==> src/rtl/kernel_out_sink_pkg.sv <==
// Shared definitions for the kernel output sink: run FSM encoding, the
// result word width and a ceiling-log2 helper used to size pointers.
package kernel_out_sink_pkg;

   localparam int DATA_WIDTH = 32;

   typedef enum logic [1:0] {
      ST_IDLE  = 2'd0,
      ST_RUN   = 2'd1,
      ST_FLUSH = 2'd2,
      ST_DONE  = 2'd3
   } sink_state_e;

   // ceil(log2(value)); 0 for value <= 1
   function automatic int clog2(input int value);
      int v;
      int r;
      v = value - 1;
      r = 0;
      while (v > 0) begin
         r++;
         v = v >> 1;
      end
      return r;
   endfunction

endpackage

==> src/rtl/kernel_out_sink_fifo.sv <==
// out_sink_fifo: first-word-fall-through synchronous FIFO with occupancy
// count, full and empty. DEPTH must be a power of two so the pointers wrap
// by natural overflow. Full/empty come from registered count only, so a
// pop never makes room for a push in the same cycle.
module out_sink_fifo
   import kernel_out_sink_pkg::*;
#(
   parameter int WIDTH = DATA_WIDTH,
   parameter int DEPTH = 4
) (
   input  logic                  clk,
   input  logic                  rst,
   input  logic                  push,
   input  logic                  pop,
   input  logic [WIDTH-1:0]      din,
   output logic [WIDTH-1:0]      dout,
   output logic [clog2(DEPTH):0] count,
   output logic                  full,
   output logic                  empty
);

   localparam int PTR_W = clog2(DEPTH);
   localparam int CNT_W = PTR_W + 1;

   logic [WIDTH-1:0] mem_q [DEPTH];
   logic [PTR_W-1:0] wr_ptr_q, wr_ptr_d;
   logic [PTR_W-1:0] rd_ptr_q, rd_ptr_d;
   logic [CNT_W-1:0] count_q, count_d;
   logic             push_ok, pop_ok;

   assign full    = (count_q == CNT_W'(DEPTH));
   assign empty   = (count_q == '0);
   assign count   = count_q;
   assign dout    = mem_q[rd_ptr_q];
   assign push_ok = push & ~full;
   assign pop_ok  = pop & ~empty;

   // next pointers and occupancy
   always_comb begin
      wr_ptr_d = wr_ptr_q;
      rd_ptr_d = rd_ptr_q;
      count_d  = count_q;
      if (push_ok) wr_ptr_d = wr_ptr_q + PTR_W'(1);
      if (pop_ok)  rd_ptr_d = rd_ptr_q + PTR_W'(1);
      case ({push_ok, pop_ok})
         2'b10:   count_d = count_q + CNT_W'(1);
         2'b01:   count_d = count_q - CNT_W'(1);
         default: count_d = count_q;
      endcase
   end

   // pointer/count state, cleared asynchronously so buffered words vanish
   always_ff @(posedge clk or posedge rst) begin
      if (rst) begin
         wr_ptr_q <= '0;
         rd_ptr_q <= '0;
         count_q  <= '0;
      end else begin
         wr_ptr_q <= wr_ptr_d;
         rd_ptr_q <= rd_ptr_d;
         count_q  <= count_d;
      end
   end

   // storage; contents are meaningless until pointed at by a valid count
   always_ff @(posedge clk) begin
      if (push_ok) mem_q[wr_ptr_q] <= din;
   end

endmodule

==> src/rtl/kernel_out_sink.sv <==
// kernel_out_sink: absorbs ap_fifo-style kernel results into a small FIFO,
// drains one word every DRAIN_INV cycles, folds each word to a nibble and
// tracks per-run word count, error flag and (optionally) a checksum.
// Optional feature macro: OUT_SINK_CHECKSUM_EN builds the rotate-xor
// checksum register; without it checksum reads 0.
module kernel_out_sink #(
   parameter int DATA_WIDTH     = kernel_out_sink_pkg::DATA_WIDTH,
   parameter int FIFO_DEPTH     = 4,
   parameter int DRAIN_INV      = 1,
   parameter int EXPECTED_WORDS = 64
) (
   input  logic                  ap_clk,
   input  logic                  ap_rst,
   input  logic                  ap_start,
   input  logic                  ap_done,
   input  logic [DATA_WIDTH-1:0] s_din,
   input  logic                  s_write,
   output logic                  s_full_n,
   output logic [3:0]            data_out,
   output logic                  data_valid,
   output logic [15:0]           word_cnt,
   output logic [31:0]           checksum,
   output logic                  run_err
);

   import kernel_out_sink_pkg::*;

   localparam int PTR_W     = clog2(FIFO_DEPTH);
   localparam int CNT_W     = PTR_W + 1;
   localparam int DRN_W     = (clog2(DRAIN_INV) < 1) ? 1 : clog2(DRAIN_INV);
   localparam logic [DRN_W-1:0] DRN_LAST = DRN_W'(DRAIN_INV - 1);

   sink_state_e           state_q, state_d;
   logic                  start_q;
   logic [DRN_W-1:0]      drain_q, drain_d;
   logic [3:0]            data_out_q, data_out_d;
   logic                  data_valid_q, data_valid_d;
   logic [15:0]           word_cnt_q, word_cnt_d;
   logic                  run_err_q, run_err_d;

   logic [DATA_WIDTH-1:0] fifo_dout;
   logic [CNT_W-1:0]      fifo_count;
   logic                  fifo_full, fifo_empty;
   logic                  accepting, push, pop, start_rise;
   logic                  write_err, start_err, done_err, run_clear;
   logic [7:0]            x8;
   logic [3:0]            nibble;

   assign start_rise = ap_start & ~start_q;
   assign accepting  = (state_q == ST_RUN) || (state_q == ST_FLUSH);
   assign s_full_n   = (fifo_count < CNT_W'(FIFO_DEPTH));
   assign push       = s_write & s_full_n & accepting;
   assign pop        = ~fifo_empty & (drain_q == DRN_LAST);
   // dropped words: FIFO full, or no run in progress
   assign write_err  = s_write & (fifo_full | ~accepting);

   out_sink_fifo #(
      .WIDTH (DATA_WIDTH),
      .DEPTH (FIFO_DEPTH)
   ) u_fifo (
      .clk   (ap_clk),
      .rst   (ap_rst),
      .push  (push),
      .pop   (pop),
      .din   (s_din),
      .dout  (fifo_dout),
      .count (fifo_count),
      .full  (fifo_full),
      .empty (fifo_empty)
   );

   // run FSM: next state plus the per-run clear and error events
   always_comb begin
      state_d   = state_q;
      run_clear = 1'b0;
      start_err = 1'b0;
      done_err  = 1'b0;
      case (state_q)
         ST_IDLE: begin
            if (start_rise) begin
               state_d   = ST_RUN;
               run_clear = 1'b1;
            end
         end
         ST_RUN: begin
            start_err = start_rise;
            if (ap_done) state_d = ST_FLUSH;
         end
         ST_FLUSH: begin
            start_err = start_rise;
            // empty means no pop this cycle, so word_cnt_q is final here
            if (fifo_empty) begin
               state_d  = ST_DONE;
               done_err = (word_cnt_q != 16'(EXPECTED_WORDS));
            end
         end
         ST_DONE: state_d = ST_IDLE;
         default: state_d = ST_IDLE;
      endcase
   end

   // drain pacing, fold, word count and sticky error
   always_comb begin
      drain_d      = (drain_q == DRN_LAST) ? '0 : drain_q + DRN_W'(1);
      x8           = fifo_dout[7:0] ^ fifo_dout[15:8] ^ fifo_dout[23:16] ^ fifo_dout[31:24];
      nibble       = x8[7:4] ^ x8[3:0];
      data_out_d   = pop ? nibble : 4'h0;
      data_valid_d = pop;
      word_cnt_d   = word_cnt_q;
      if (run_clear)
         word_cnt_d = '0;
      else if (pop && (word_cnt_q != 16'hFFFF))
         word_cnt_d = word_cnt_q + 16'd1;
      run_err_d = run_clear ? 1'b0 : run_err_q;
      if (write_err || start_err || done_err) run_err_d = 1'b1;
   end

   // control and output registers
   always_ff @(posedge ap_clk or posedge ap_rst) begin
      if (ap_rst) begin
         state_q      <= ST_IDLE;
         start_q      <= 1'b0;
         drain_q      <= '0;
         data_out_q   <= 4'h0;
         data_valid_q <= 1'b0;
         word_cnt_q   <= '0;
         run_err_q    <= 1'b0;
      end else begin
         state_q      <= state_d;
         start_q      <= ap_start;
         drain_q      <= drain_d;
         data_out_q   <= data_out_d;
         data_valid_q <= data_valid_d;
         word_cnt_q   <= word_cnt_d;
         run_err_q    <= run_err_d;
      end
   end

   assign data_out   = data_out_q;
   assign data_valid = data_valid_q;
   assign word_cnt   = word_cnt_q;
   assign run_err    = run_err_q;

`ifdef OUT_SINK_CHECKSUM_EN
   logic [31:0] checksum_q, checksum_d;

   // order-sensitive checksum: rotate left by one, then xor the popped word
   always_comb begin
      checksum_d = checksum_q;
      if (run_clear)
         checksum_d = '0;
      else if (pop)
         checksum_d = {checksum_q[30:0], checksum_q[31]} ^ fifo_dout;
   end

   // checksum register
   always_ff @(posedge ap_clk or posedge ap_rst) begin
      if (ap_rst) checksum_q <= '0;
      else        checksum_q <= checksum_d;
   end

   assign checksum = checksum_q;
`else
   assign checksum = '0;
`endif

endmodule

==> config.mk <==
export PLATFORM = sky130hd
export DESIGN_NAME = kernel_out_sink
export DESIGN_NICKNAME = d
export VERILOG_FILES = /design/src/rtl/kernel_out_sink_pkg.sv /design/src/rtl/kernel_out_sink_fifo.sv /design/src/rtl/kernel_out_sink.sv
export SDC_FILE = /design/constraint.sdc
export NUM_CORES = 1
export LEC_CHECK = 0
export ABC_AREA = 0
export CORE_UTILIZATION = 47
export DETAILED_ROUTE_END_ITERATION = 10
export PLACE_DENSITY = 0.71
export SYNTH_ARGS = -nofsm -noshare
export SYNTH_HDL_FRONTEND = slang
export SYNTH_SLANG_ARGS = --single-unit
==> constraint.sdc <==
create_clock -name ap_clk -period 3.4 [get_ports ap_clk]
set_input_delay 1.02 -clock ap_clk [delete_from_list [all_inputs] [get_ports ap_clk]]
set_output_delay 1.02 -clock ap_clk [all_outputs]
set_load 0.02 [all_outputs]
==> results of run 1 <==
[final cells by class]
cell class | instances | area [um^2]
clock buffers | 20 | 437
clock inverters | 12 | 158
fillers | 1091 | 5880
inverters | 17 | 63.8
multi-input cells | 280 | 2060
flip-flops and latches | 160 | 4640
well taps | 180 | 225
repair buffers | 65 | 636
[sequential cells by signal (all words and copies together), names as in the netlist]
register         cells
start_q              1
state_q              2
u_fifo.count         3
word_cnt            16
data_valid           1
u_fifo.mem_q       128
u_fifo.wr_ptr_q      2
u_fifo.rd_ptr_q      2
run_err              1
data_out             4
[power by group through the flow]
stage	clock [mW]	sequential [mW]	combinational [mW]
3_3_place_gp	0	2.74	1.56
5_1_grt	2.02	2.75	1.78
2_1_floorplan	0	2.78	1.07
4_1_cts	1.94	2.71	1.63
6_report	1.90	2.71	1.61
3_5_place_dp	0	2.75	1.61
[layer usage]
metal	global-route usage, %	part of all wire, %	vias to the layer above	wire [um]
met5	0	0	-	0
met4	7.15	1.6	0	177
met3	5.21	5.1	19	558
met2	28.0	52	109	5770
met1	18.2	41	1762	4500
li1	-	-	1716	-
[cell usage after synthesis, drive strengths merged]
cell type  number
a211oi          1
a21oi           4
a222oi          1
a31oi           1
and2            6
and3            3
and4            2
buf            34
clkbuf          3
conb            1
dfrtp          32
edfxtp        128
fa              1
ha             11
inv            17
mux2i           1
nand2          12
nand2b          2
nand3           5
nand4           7
nor2           17
nor2b           1
nor3           14
nor3b           3
nor4            7
nor4b           2
o21ai           7
o22ai           5
o311ai          1
o31ai           1
o32a            1
xnor2         111
xor2           21
[logic make-up after synthesis]
logic type / after synthesis / share of synthesized area, %
other cells: 1 / 0.0543
compound gates: 22 / 1.97
xor+xnor: 132 / 16.7
flops: 160 / 67.2
simple gates: 81 / 6.88
fa+ha+maj: 12 / 2.28
buf+inv: 54 / 4.69
mux: 1 / 0.145
[per-stage QoR]
step | util, % | hold slack [ns] | setup WS, ns | cells | power [mW]
finish | 58.3 | 0.523 | 0.783 | 734 | 6.22
global route | 58.3 | 0.554 | 0.709 | 734 | 6.54
global placement | 54.1 | 0.498 | 0.556 | 702 | 4.30
detailed placement | 54.1 | 0.515 | 0.473 | 702 | 4.36
floorplan | - | 0.500 | 0.805 | 494 | 3.84
CTS | 58.3 | 0.529 | 0.770 | 734 | 6.29
[worst max-delay path by stage]
stage	cells past startpoint	startpoint	endpoint	slack [ns]
floorplan	3	s_write	u_fifo.mem_q[0][0]$_DFFE_PP_	0.80
global placement	9	s_write	u_fifo.count[2]$_DFFE_PP0P_	0.56
detailed placement	9	s_write	u_fifo.count[2]$_DFFE_PP0P_	0.47
CTS	2	u_fifo.count[2]$_DFFE_PP0P_	s_full_n	0.77
global route	2	u_fifo.count[2]$_DFFE_PP0P_	s_full_n	0.71
finish	1	word_cnt[10]$_DFFE_PP0P_	word_cnt[10]	0.78
==> metrics.md, run 1 <==
| Metric | Value |
|---|---|
| Run status | finished, final reports clean |
| Total negative setup slack | 0 ns |
| Chip Width | 123 um |
| Crit path cell chain | clkdlybuf4s50_1 |
| Stage delay of the slowest cell on the critical path | 0.66 ns |
| Total CTS buffers | 17 |
| Pin count of the biggest net entering global routing | 33 |
| Count of endpoints failing hold in the final timing report | 0 |
| Top fanout value on the critical path | 7 |
| Worst slew margin | 45.1% |
| Startpoint of the tightest hold check path | run_err$_DFFE_PP0P_ |
| Post-Route Skew | 0.00947 ns |
| Period Utilization, post-route | 77.0% |
| Max-slew violations | 0 |
| P&R area growth vs syn | 19.0% |
| Cell type contributing the most total cell area after synthesis | sky130_fd_sc_hd__edfxtp_1 |
| Detailed-router iteration count before antenna repair | 4 |
| Clock Tree Buf Depth | 2 |
| Min-Delay Path Depth | 2 |
| Post-Place Cell Area | 0.00762 mm^2 |
| Internal power of the cells | 4.36 mW |
| Worst Hold Endpoint | run_err$_DFFE_PP0P_ |
| Diodes inserted | 0 |
| Synthesized area per cell | 14.9 um^2 |
| Final routed wirelength across all metal layers | 11.0 mm |
| Sequential-to-total area share from yosys stat | 67.2% |
| Routed WL per cell | 15.0 um |
| Power share of the clock group | 30.6% |
| Fmax achieved | 382 MHz |
| Leakage power total | 2.86 nW |
| Critical path startpoint category | register |
| Layout net count | 590 |
| PD cells | 757 mW/mm^2 |
| Number of levels in the clock H-tree | 4 |
| Vertical extent of the die | 123 um |
| Largest voltage drop on the vdd net | 0.423 mV |
| Number of cells produced by synthesis | 463 |
| Worst Setup Path Type | register to output pin |
| Part of the total power dissipated in combinational logic | 25.8% |
| Floorplan Core Area | 0.0141 mm^2 |
| Total number of yosys warnings | 0 |
| GRT Total Usage | 16.2% |
| PortBufs | 59 |
| Switching portion of total power | 29.9% |
| Setup repair after global routing missed its margin | false |
| Kind of end point of the critical path | output pin |
| DRC violations left | 0 |
| Row count | 43 |
| Clock slew at the register clock pins of the worst setup and hold paths | 0.06 ns |
| Worst reg-to-reg setup slack | 1.14 ns |
| Effective utilization at floorplan | 49.0% |
| Flip-flop and latch count after synthesis | 160 |
| Number of DRC violations after detailed-routing iteration 0 | 211 |
| Sequential share of power | 43.6% |
| Most used cells in the layout excluding fill and tap cells | 128 x sky130_fd_sc_hd__edfxtp_1, 111 x sky130_fd_sc_hd__xnor2_1, 59 x sky130_fd_sc_hd__clkdlybuf4s50_1 |
| Cell types with the largest area share after synthesis | sky130_fd_sc_hd__edfxtp_1 56%, sky130_fd_sc_hd__xnor2_1 14%, sky130_fd_sc_hd__dfrtp_1 12%, sky130_fd_sc_hd__buf_4 3.5%, sky130_fd_sc_hd__xor2_1 2.7% |
| Number of different library cells in the post-synthesis netlist | 43 |
| Kind of cell with the highest combined delay on the critical path | buffers and inverters |
| Worst Max-Slew Pin Slew | 0.810 ns |
| Worst Reg2Reg Path Length in Cells | 10 |
| Clock tree from TritonCTS | yes |
| Total via count after detailed routing | 3,606 |
| Total congestion overflow after global routing | 0 |
| Number of top-level pins | 92 |
| Setup bufs post-CTS | 0 |
| Total of endpoints with negative setup slack in the final report | 0 |
| Min-Delay Path Class | register to register |
| Vias in the first global route | 3,615 |
| Final instance area | 0.00822 mm^2 |
| Cell area after synthesis | 0.00691 mm^2 |
| Net load switching power | 1.86 mW |
| Number of max-cap violations | 0 |
| Clock insertion delay at the later pin of the skew report | 0.42 ns |
| Fraction of final layout cells with drive strength greater than 1 | 8.12% |
| End of the worst register-to-register path | u_fifo.count[2]$_DFFE_PP0P_ |
| Share of the synthesized area in the top cell type | 55.6% |
| Detail-routed via count per cell | 4.91 |
| Minimum period implied by the final worst setup slack | 2.62 ns |
| GPL Wtd Cong | 0.828 |
| Data required time at the worst endpoint | 2.38 ns |
| Count of nets left with antenna violations after detail routing | 0 |
| TritonCTS sink count | 160 |
| # hold bufs at CTS | 0 |
| Launching point of the worst reg2reg path | state_q[0]$_DFFE_PP0P_ |
| Signal arrival time at the worst endpoint | 1.60 ns |
| Leading cell type in the layout, fill and taps excluded | sky130_fd_sc_hd__edfxtp_1 |
| Slowest stage cell, crit path | sky130_fd_sc_hd__clkdlybuf4s50_1 |
| Antenna violations before repair | 0 |
| Global-route wire length before repair | 17.6 mm |
| Post-cts gate resize count | 0 |
| Die area | 0.0152 mm^2 |
| Buffers & Inverters on Critical Path | 1 |
| Half-perimeter wire length after detailed placement | 7.33 mm |
| Clock root buffer | sky130_fd_sc_hd__clkbuf_16 |
Note: power is estimated with default switching activity, not from simulation.
==> run 2, diff against run 1 <==
==> constraint.sdc (replaced) <==
create_clock -name ap_clk -period 2.6 [get_ports ap_clk]
set_input_delay 0.78 -clock ap_clk [delete_from_list [all_inputs] [get_ports ap_clk]]
set_output_delay 0.78 -clock ap_clk [all_outputs]
set_load 0.02 [all_outputs]
==> metrics.md, run 2 (same netlist as run 1, synthesis figures left out) <==
| Metric | Value |
|---|---|
| Antenna violations before repair | 0 (unchanged) |
| Total via count after detailed routing | 3,583 (-0.64%) |
| Post-route insts no fill | 733 (-0.14%) |
| Total of endpoints with negative setup slack in the final report | 0 (unchanged) |
| Chip Width | 123 um (unchanged) |
| Diodes inserted | 0 (unchanged) |
| Stage delay of the slowest cell on the critical path | 0.62 ns (-0.04 ns) |
| Post-cts gate resize count | 0 (unchanged) |
| Setup repair after global routing missed its margin | false |
| Vias in the first global route | 3,537 (-2.2%) |
| # fillers | 1,093 (+0.18%) |
| Routed WL per cell | 14.8 um (-1.0%) |
| Sequential cell area | 0.00464 mm^2 (unchanged) |
| Largest voltage drop on the vdd net | 0.571 mV (+35%) |
| Die area | 0.0152 mm^2 (unchanged) |
| Number of levels in the clock H-tree | 4 (unchanged) |
| Crit path cell chain | inv_1 -> clkdlybuf4s50_1 |
| Pre-CTS worst setup slack | 0.0221 ns (-0.451 ns) |
| Max FFs per register | 128 (unchanged) |
| Total negative setup slack | 0 ns (unchanged) |
| Worst reg-to-reg setup slack | 0.44 ns (-0.70 ns) |
| Number of top-level pins | 92 (unchanged) |
| Worst Setup Path Type | register to output pin |
| Kind of cell with the highest combined delay on the critical path | buffers and inverters |
| Data required time at the worst endpoint | 1.82 ns (-0.56 ns) |
| Clock insertion delay at the later pin of the skew report | 0.41 ns (about the same) |
| Detail-routed via count per cell | 4.89 (-0.50%) |
| GRT Total Usage | 15.7% (-0.48 points) |
| Fmax achieved | 423 MHz |
| Count of nets left with antenna violations after detail routing | 0 (unchanged) |
| Final routed wirelength across all metal layers | 10.9 mm (-1.1%) |
| Most used cells in the layout excluding fill and tap cells | 128 x sky130_fd_sc_hd__edfxtp_1, 111 x sky130_fd_sc_hd__xnor2_1, 59 x sky130_fd_sc_hd__clkdlybuf4s50_1 |
| Minimum period implied by the final worst setup slack | 2.36 ns |
| Slowest stage cell, crit path | sky130_fd_sc_hd__clkdlybuf4s50_1 |
| Area of the multi-input gates | 0.00206 mm^2 (unchanged) |
| Setup bufs post-CTS | 0 (unchanged) |
| Leading cell type in the layout, fill and taps excluded | sky130_fd_sc_hd__edfxtp_1 |
| # hold bufs at CTS | 0 (unchanged) |
| Count of endpoints failing hold in the final timing report | 0 (unchanged) |
| Effective utilization at floorplan | 49.0% (unchanged) |
| Clock Tree Buf Depth | 2 (unchanged) |
| Critical path startpoint category | register |
| Kind of end point of the critical path | output pin |
| Vertical extent of the die | 123 um (unchanged) |
| Number of DRC violations after detailed-routing iteration 0 | 238 (+13%) |
| Detailed-router iteration count before antenna repair | 4 (unchanged) |
| PD cells | 966 mW/mm^2 (+28%) |
| Row count | 43 (unchanged) |
| Worst hold margin | 0.523 ns (-0.000631 ns) |
| TritonCTS sink count | 160 (unchanged) |
| Number of max-cap violations | 0 (unchanged) |
| Inst Count DP | 703 (+0.14%) |
| Worst-case setup margin in the final layout | 0.236 ns (-0.548 ns) |
| Top fanout value on the critical path | 4 (-3) |
| PortBufs | 59 (unchanged) |
| Leakage power total | 2.85 nW (-0.12%) |
| Min-Delay Path Class | register to register |
| P&R area growth vs syn | 19.1% (about the same) |
| Half-perimeter wire length after detailed placement | 7.41 mm (+1.2%) |
| Buffers & Inverters on Critical Path | 2 (+1) |
| Top register by number of flip-flops | u_fifo.mem_q |
| DRC violations left | 0 (unchanged) |
| Clock root buffer | sky130_fd_sc_hd__clkbuf_16 |
| Worst slew margin | 50.6% (+5.4 points) |
| Clock tree from TritonCTS | yes |
| Worst Max-Slew Pin Slew | 0.730 ns (-0.0804 ns) |
| Fraction of final layout cells with drive strength greater than 1 | 8.50% (+0.38 points) |
| Run status | finished, final reports clean |
| Layout net count | 591 (+0.17%) |
| Total congestion overflow after global routing | 0 (unchanged) |
| Pin count of the biggest net entering global routing | 33 (unchanged) |
| Post-Route Skew | 0.00673 ns (-0.00274 ns) |
| Clock slew at the register clock pins of the worst setup and hold paths | 0.06 ns (about the same) |
| Max-slew violations | 0 (unchanged) |
| Period Utilization, post-route | 90.9% |
| Signal arrival time at the worst endpoint | 1.58 ns (-0.02 ns) |
| GPL Wtd Cong | 0.864 (+4.3%) |
| Global-route wire length before repair | 17.3 mm (-1.8%) |
| Floorplan Core Area | 0.0141 mm^2 (unchanged) |
| Total CTS buffers | 17 (unchanged) |
## run 2: power by group
part | switching [mW] | total (mW) | internal [mW]
clock network | 0.965 | 2.28 | 1.31
logic | 1.13 | 2.12 | 0.992
registers | 0.319 | 3.54 | 3.22
total | 2.41 | 7.94 | 5.53
## run 2: worst reg2reg max path, cell delays in order, from the launching register on
cell                      delay, ns
sky130_fd_sc_hd__dfrtp_1       0.37
sky130_fd_sc_hd__inv_1         0.09
sky130_fd_sc_hd__ha_1          0.35
sky130_fd_sc_hd__and3_1        0.21
sky130_fd_sc_hd__inv_1         0.06
sky130_fd_sc_hd__ha_1          0.17
sky130_fd_sc_hd__inv_1         0.06
sky130_fd_sc_hd__fa_1          0.37
sky130_fd_sc_hd__xor2_1        0.15
sky130_fd_sc_hd__nor2_1        0.12
sky130_fd_sc_hd__xnor2_1       0.14
## run 2: final timing paths
path,start,cells past startpoint,to
max,u_fifo.count[2]$_DFFE_PP0P_,2,s_full_n
max in group asynchronous,ap_rst,3,word_cnt[7]$_DFFE_PP0P_
max reg2reg,state_q[0]$_DFFE_PP0P_,10,u_fifo.count[2]$_DFFE_PP0P_
min in group asynchronous,ap_rst,3,data_valid$_DFF_PP0_
min,run_err$_DFFE_PP0P_,2,run_err$_DFFE_PP0P_
min reg2reg,run_err$_DFFE_PP0P_,2,run_err$_DFFE_PP0P_
## run 2: final cells by class
class | count | share of cell area, %
Clock buffer | 18 | 5.22
Multi-Input combinational cell | 280 | 25.0
Timing Repair Buffer | 66 | 8.43
Tap cell | 180 | 2.74
Clock inverter | 12 | 1.37
Sequential cell | 160 | 56.5
Inverter | 17 | 0.776
## run 2: per-layer routing
| metal | global-route usage (%) | up-vias | routed length (um) |
|---|---|---|---|
| met5 | 0 | - | 0 |
| met4 | 6.85 | 0 | 168 |
| met3 | 3.87 | 15 | 519 |
| met2 | 26.9 | 119 | 5560 |
| met1 | 18.8 | 1731 | 4640 |
| li1 | - | 1718 | - |
## run 2: stage by stage
stage / instance area (um^2) / util (%) / power (mW)
after floorplan: 7020 / - / 5.03
final: 8220 / 58.3 / 7.94
after global placement: 7680 / 54.5 / 5.66
after detailed placement: 7680 / 54.5 / 5.74
after global routing: 8220 / 58.3 / 8.36
after CTS: 8220 / 58.3 / 8.04
==> run 3, diff against run 2 <==
--- a/config.mk
+++ b/config.mk
@@ -8,7 +8,8 @@
 export ABC_AREA = 0
 export CORE_UTILIZATION = 47
 export DETAILED_ROUTE_END_ITERATION = 10
-export PLACE_DENSITY = 0.71
+export PLACE_DENSITY_LB_ADDON = 0.2
+export SLEW_MARGIN = 20
 export SYNTH_ARGS = -nofsm -noshare
 export SYNTH_HDL_FRONTEND = slang
 export SYNTH_SLANG_ARGS = --single-unit
==> metrics.md, run 3 (same netlist as run 1, synthesis figures left out) <==
| Metric | Value |
|---|---|
| Run status | finished, final reports clean |
| Slowest stage cell, crit path | sky130_fd_sc_hd__clkdlybuf4s50_1 |
| Number of DRC violations after detailed-routing iteration 0 | 210 (-12%) |
| Post-cts gate resize count | 0 (unchanged) |
| Max FFs per register | 128 (unchanged) |
| Detailed-router iteration count before antenna repair | 4 (unchanged) |
| Global-route wire length before repair | 18.0 mm (+3.9%) |
| DRC violations left | 0 (unchanged) |
| Post-route insts no fill | 734 (+0.14%) |
| Pre-CTS worst setup slack | 0.0632 ns (+0.0411 ns) |
| Number of max-cap violations | 0 (unchanged) |
| Most used cells in the layout excluding fill and tap cells | 128 x sky130_fd_sc_hd__edfxtp_1, 111 x sky130_fd_sc_hd__xnor2_1, 59 x sky130_fd_sc_hd__clkdlybuf4s50_1 |
| Stage delay of the slowest cell on the critical path | 0.62 ns (about the same) |
| GRT Total Usage | 16.5% (+0.80 points) |
| Sequential share of power | 44.8% (+0.2 points) |
| TritonCTS sink count | 160 (unchanged) |
| Total via count after detailed routing | 3,599 (+0.45%) |
| Buffers & Inverters on Critical Path | 2 (unchanged) |
| Min-Delay Path Class | register to register |
| Crit path cell chain | inv_1 -> clkdlybuf4s50_1 |
| Max-slew violations | 0 (unchanged) |
| Clock Tree Buf Depth | 2 (unchanged) |
| Total CTS buffers | 17 (unchanged) |
| Total of endpoints with negative setup slack in the final report | 0 (unchanged) |
| Clock tree from TritonCTS | yes |
| Inst Count DP | 704 (+0.14%) |
| Launching point of the worst reg2reg path | state_q[0]$_DFFE_PP0P_ |
| Setup repair after global routing missed its margin | false |
| Floorplan Core Area | 0.0141 mm^2 (unchanged) |
| Final routed wirelength across all metal layers | 11.1 mm (+2.2%) |
| Internal power of the cells | 5.53 mW (about the same) |
| Period Utilization, post-route | 90.6% (-0.34 points) |
| Number of levels in the clock H-tree | 4 (unchanged) |
| Data required time at the worst endpoint | 1.82 ns (about the same) |
| Antenna violations before repair | 0 (unchanged) |
| Row count | 43 (unchanged) |
| Pin count of the biggest net entering global routing | 33 (unchanged) |
| Die area | 0.0152 mm^2 (unchanged) |
| Top register by number of flip-flops | u_fifo.mem_q |
| Vertical extent of the die | 123 um (unchanged) |
| Kind of end point of the critical path | output pin |
| Worst-case setup margin in the final layout | 0.245 ns (+0.00886 ns) |
| Setup bufs post-CTS | 0 (unchanged) |
| PortBufs | 59 (unchanged) |
| Part of the total power dissipated in combinational logic | 27.0% (+0.3 points) |
| Signal arrival time at the worst endpoint | 1.58 ns (about the same) |
| # hold bufs at CTS | 0 (unchanged) |
| Count of nets left with antenna violations after detail routing | 0 (unchanged) |
| P&R area growth vs syn | 19.0% (about the same) |
| Top fanout value on the critical path | 4 (unchanged) |
| Power share of the clock group | 28.2% (-0.5 points) |
| PD cells | 965 mW/mm^2 (-0.14%) |
| Count of endpoints failing hold in the final timing report | 0 (unchanged) |
| GPL Wtd Cong | 0.857 (-0.88%) |
| Fmax achieved | 425 MHz (+0.38%) |
| Diodes inserted | 0 (unchanged) |
| Effective utilization at floorplan | 49.0% (unchanged) |
| Switching portion of total power | 30.3% (-0.12 points) |
| Chip Width | 123 um (unchanged) |
| Number of top-level pins | 92 (unchanged) |
| Clock insertion delay at the later pin of the skew report | 0.42 ns (about the same) |
| Leakage power total | 2.85 nW (-0.14%) |
| Fraction of final layout cells with drive strength greater than 1 | 7.94% (-0.56 points) |
| Largest voltage drop on the vdd net | 0.588 mV (+3.1%) |
| Clock root buffer | sky130_fd_sc_hd__clkbuf_16 |
| Minimum period implied by the final worst setup slack | 2.36 ns (-0.00886 ns) |
| Worst slew margin | 41.9% (-8.7 points) |
| Startpoint of the tightest hold check path | run_err$_DFFE_PP0P_ |
| Worst Max-Slew Pin Slew | 0.858 ns (+0.129 ns) |
| Kind of cell with the highest combined delay on the critical path | buffers and inverters |
| Critical path startpoint category | register |
| Vias in the first global route | 3,590 (+1.5%) |
| Clock slew at the register clock pins of the worst setup and hold paths | 0.06 ns (about the same) |
| # fillers | 1,145 (+4.8%) |
| Post-layout total power | 7.93 mW (-0.21%) |
| Worst hold margin | 0.535 ns (+0.0126 ns) |
| Worst Setup Path Type | register to output pin |
| Total negative setup slack | 0 ns (unchanged) |
| Routed WL per cell | 15.1 um (+2.0%) |
| Half-perimeter wire length after detailed placement | 7.34 mm (-0.96%) |
| Leading cell type in the layout, fill and taps excluded | sky130_fd_sc_hd__edfxtp_1 |
| Layout net count | 592 (+0.17%) |
| Detail-routed via count per cell | 4.90 (+0.31%) |
| Post-Route Skew | 0.00742 ns (+0.000683 ns) |
| Total congestion overflow after global routing | 0 (unchanged) |
| Startpoint of the most critical setup path | u_fifo.count[2]$_DFFE_PP0P_ |
| Net load switching power | 2.40 mW (-0.62%) |
-- run 3: changes by cell type in the layout (fill, tap and decap cells not counted), sizes merged --
cell	change
clkbuf	+3
buf	+1
clkinvlp	-1
inv	-2
-- run 3: through the flow --
| step | utilization (%) | instance area [um^2] |
|---|---|---|
| final | 58.3 | 8220 |
| after global routing | 58.3 | 8220 |
| after CTS | 58.3 | 8220 |
| after detailed placement | 54.6 | 7690 |
| after global placement | 54.6 | 7690 |
| after floorplan | - | 7020 |
-- run 3: final cells by class --
cell class	count	area (um^2)	share of cell area, %
clock buffer	21	440	5.36
clock inverter	9	87.6	1.07
inverter	17	63.8	0.776
multi-input combinational	280	2060	25.0
sequential	160	4640	56.5
tap	180	225	2.74
timing repair buffer	67	701	8.53
-- run 3: worst reg2reg max path: cells and delay by family, from the launching register on --
family | cells | cell delay (ns)
AND/OR/NAND/NOR | 2 | 0.32
buffers and inverters | 3 | 0.22
flip-flops | 1 | 0.37
XOR/XNOR | 2 | 0.27
adder cells (fa/ha/maj) | 3 | 0.89
-- run 3: final timing paths --
| path | slack [ns] | end | cells after the start |
|---|---|---|---|
| min | 0.54 | run_err$_DFFE_PP0P_ | 2 |
| min reg2reg | 0.54 | run_err$_DFFE_PP0P_ | 2 |
| max reg2reg | 0.46 | u_fifo.count[2]$_DFFE_PP0P_ | 10 |
| max | 0.24 | s_full_n | 2 |
| min in group asynchronous | 0.78 | word_cnt[11]$_DFFE_PP0P_ | 3 |
| max in group asynchronous | 1.52 | data_out[3]$_DFF_PP0_ | 3 |
-- run 3: power by group through the flow --
stage	Clock (mW)	Combinational [mW]	Sequential (mW)
global placement	0	2.10	3.58
global route	2.39	2.38	3.60
detailed placement	0	2.16	3.60
CTS	2.28	2.18	3.55
finish	2.24	2.14	3.55
floorplan	0	1.40	3.63
-- run 3: layer usage --
metal | vias to the layer above | track usage, % | routed length [um]
li1 | 1714 | - | -
met1 | 1761 | 20.5 | 4900
met2 | 110 | 27.2 | 5550
met3 | 14 | 4.61 | 497
met4 | 0 | 6.78 | 167
met5 | - | 0 | 0
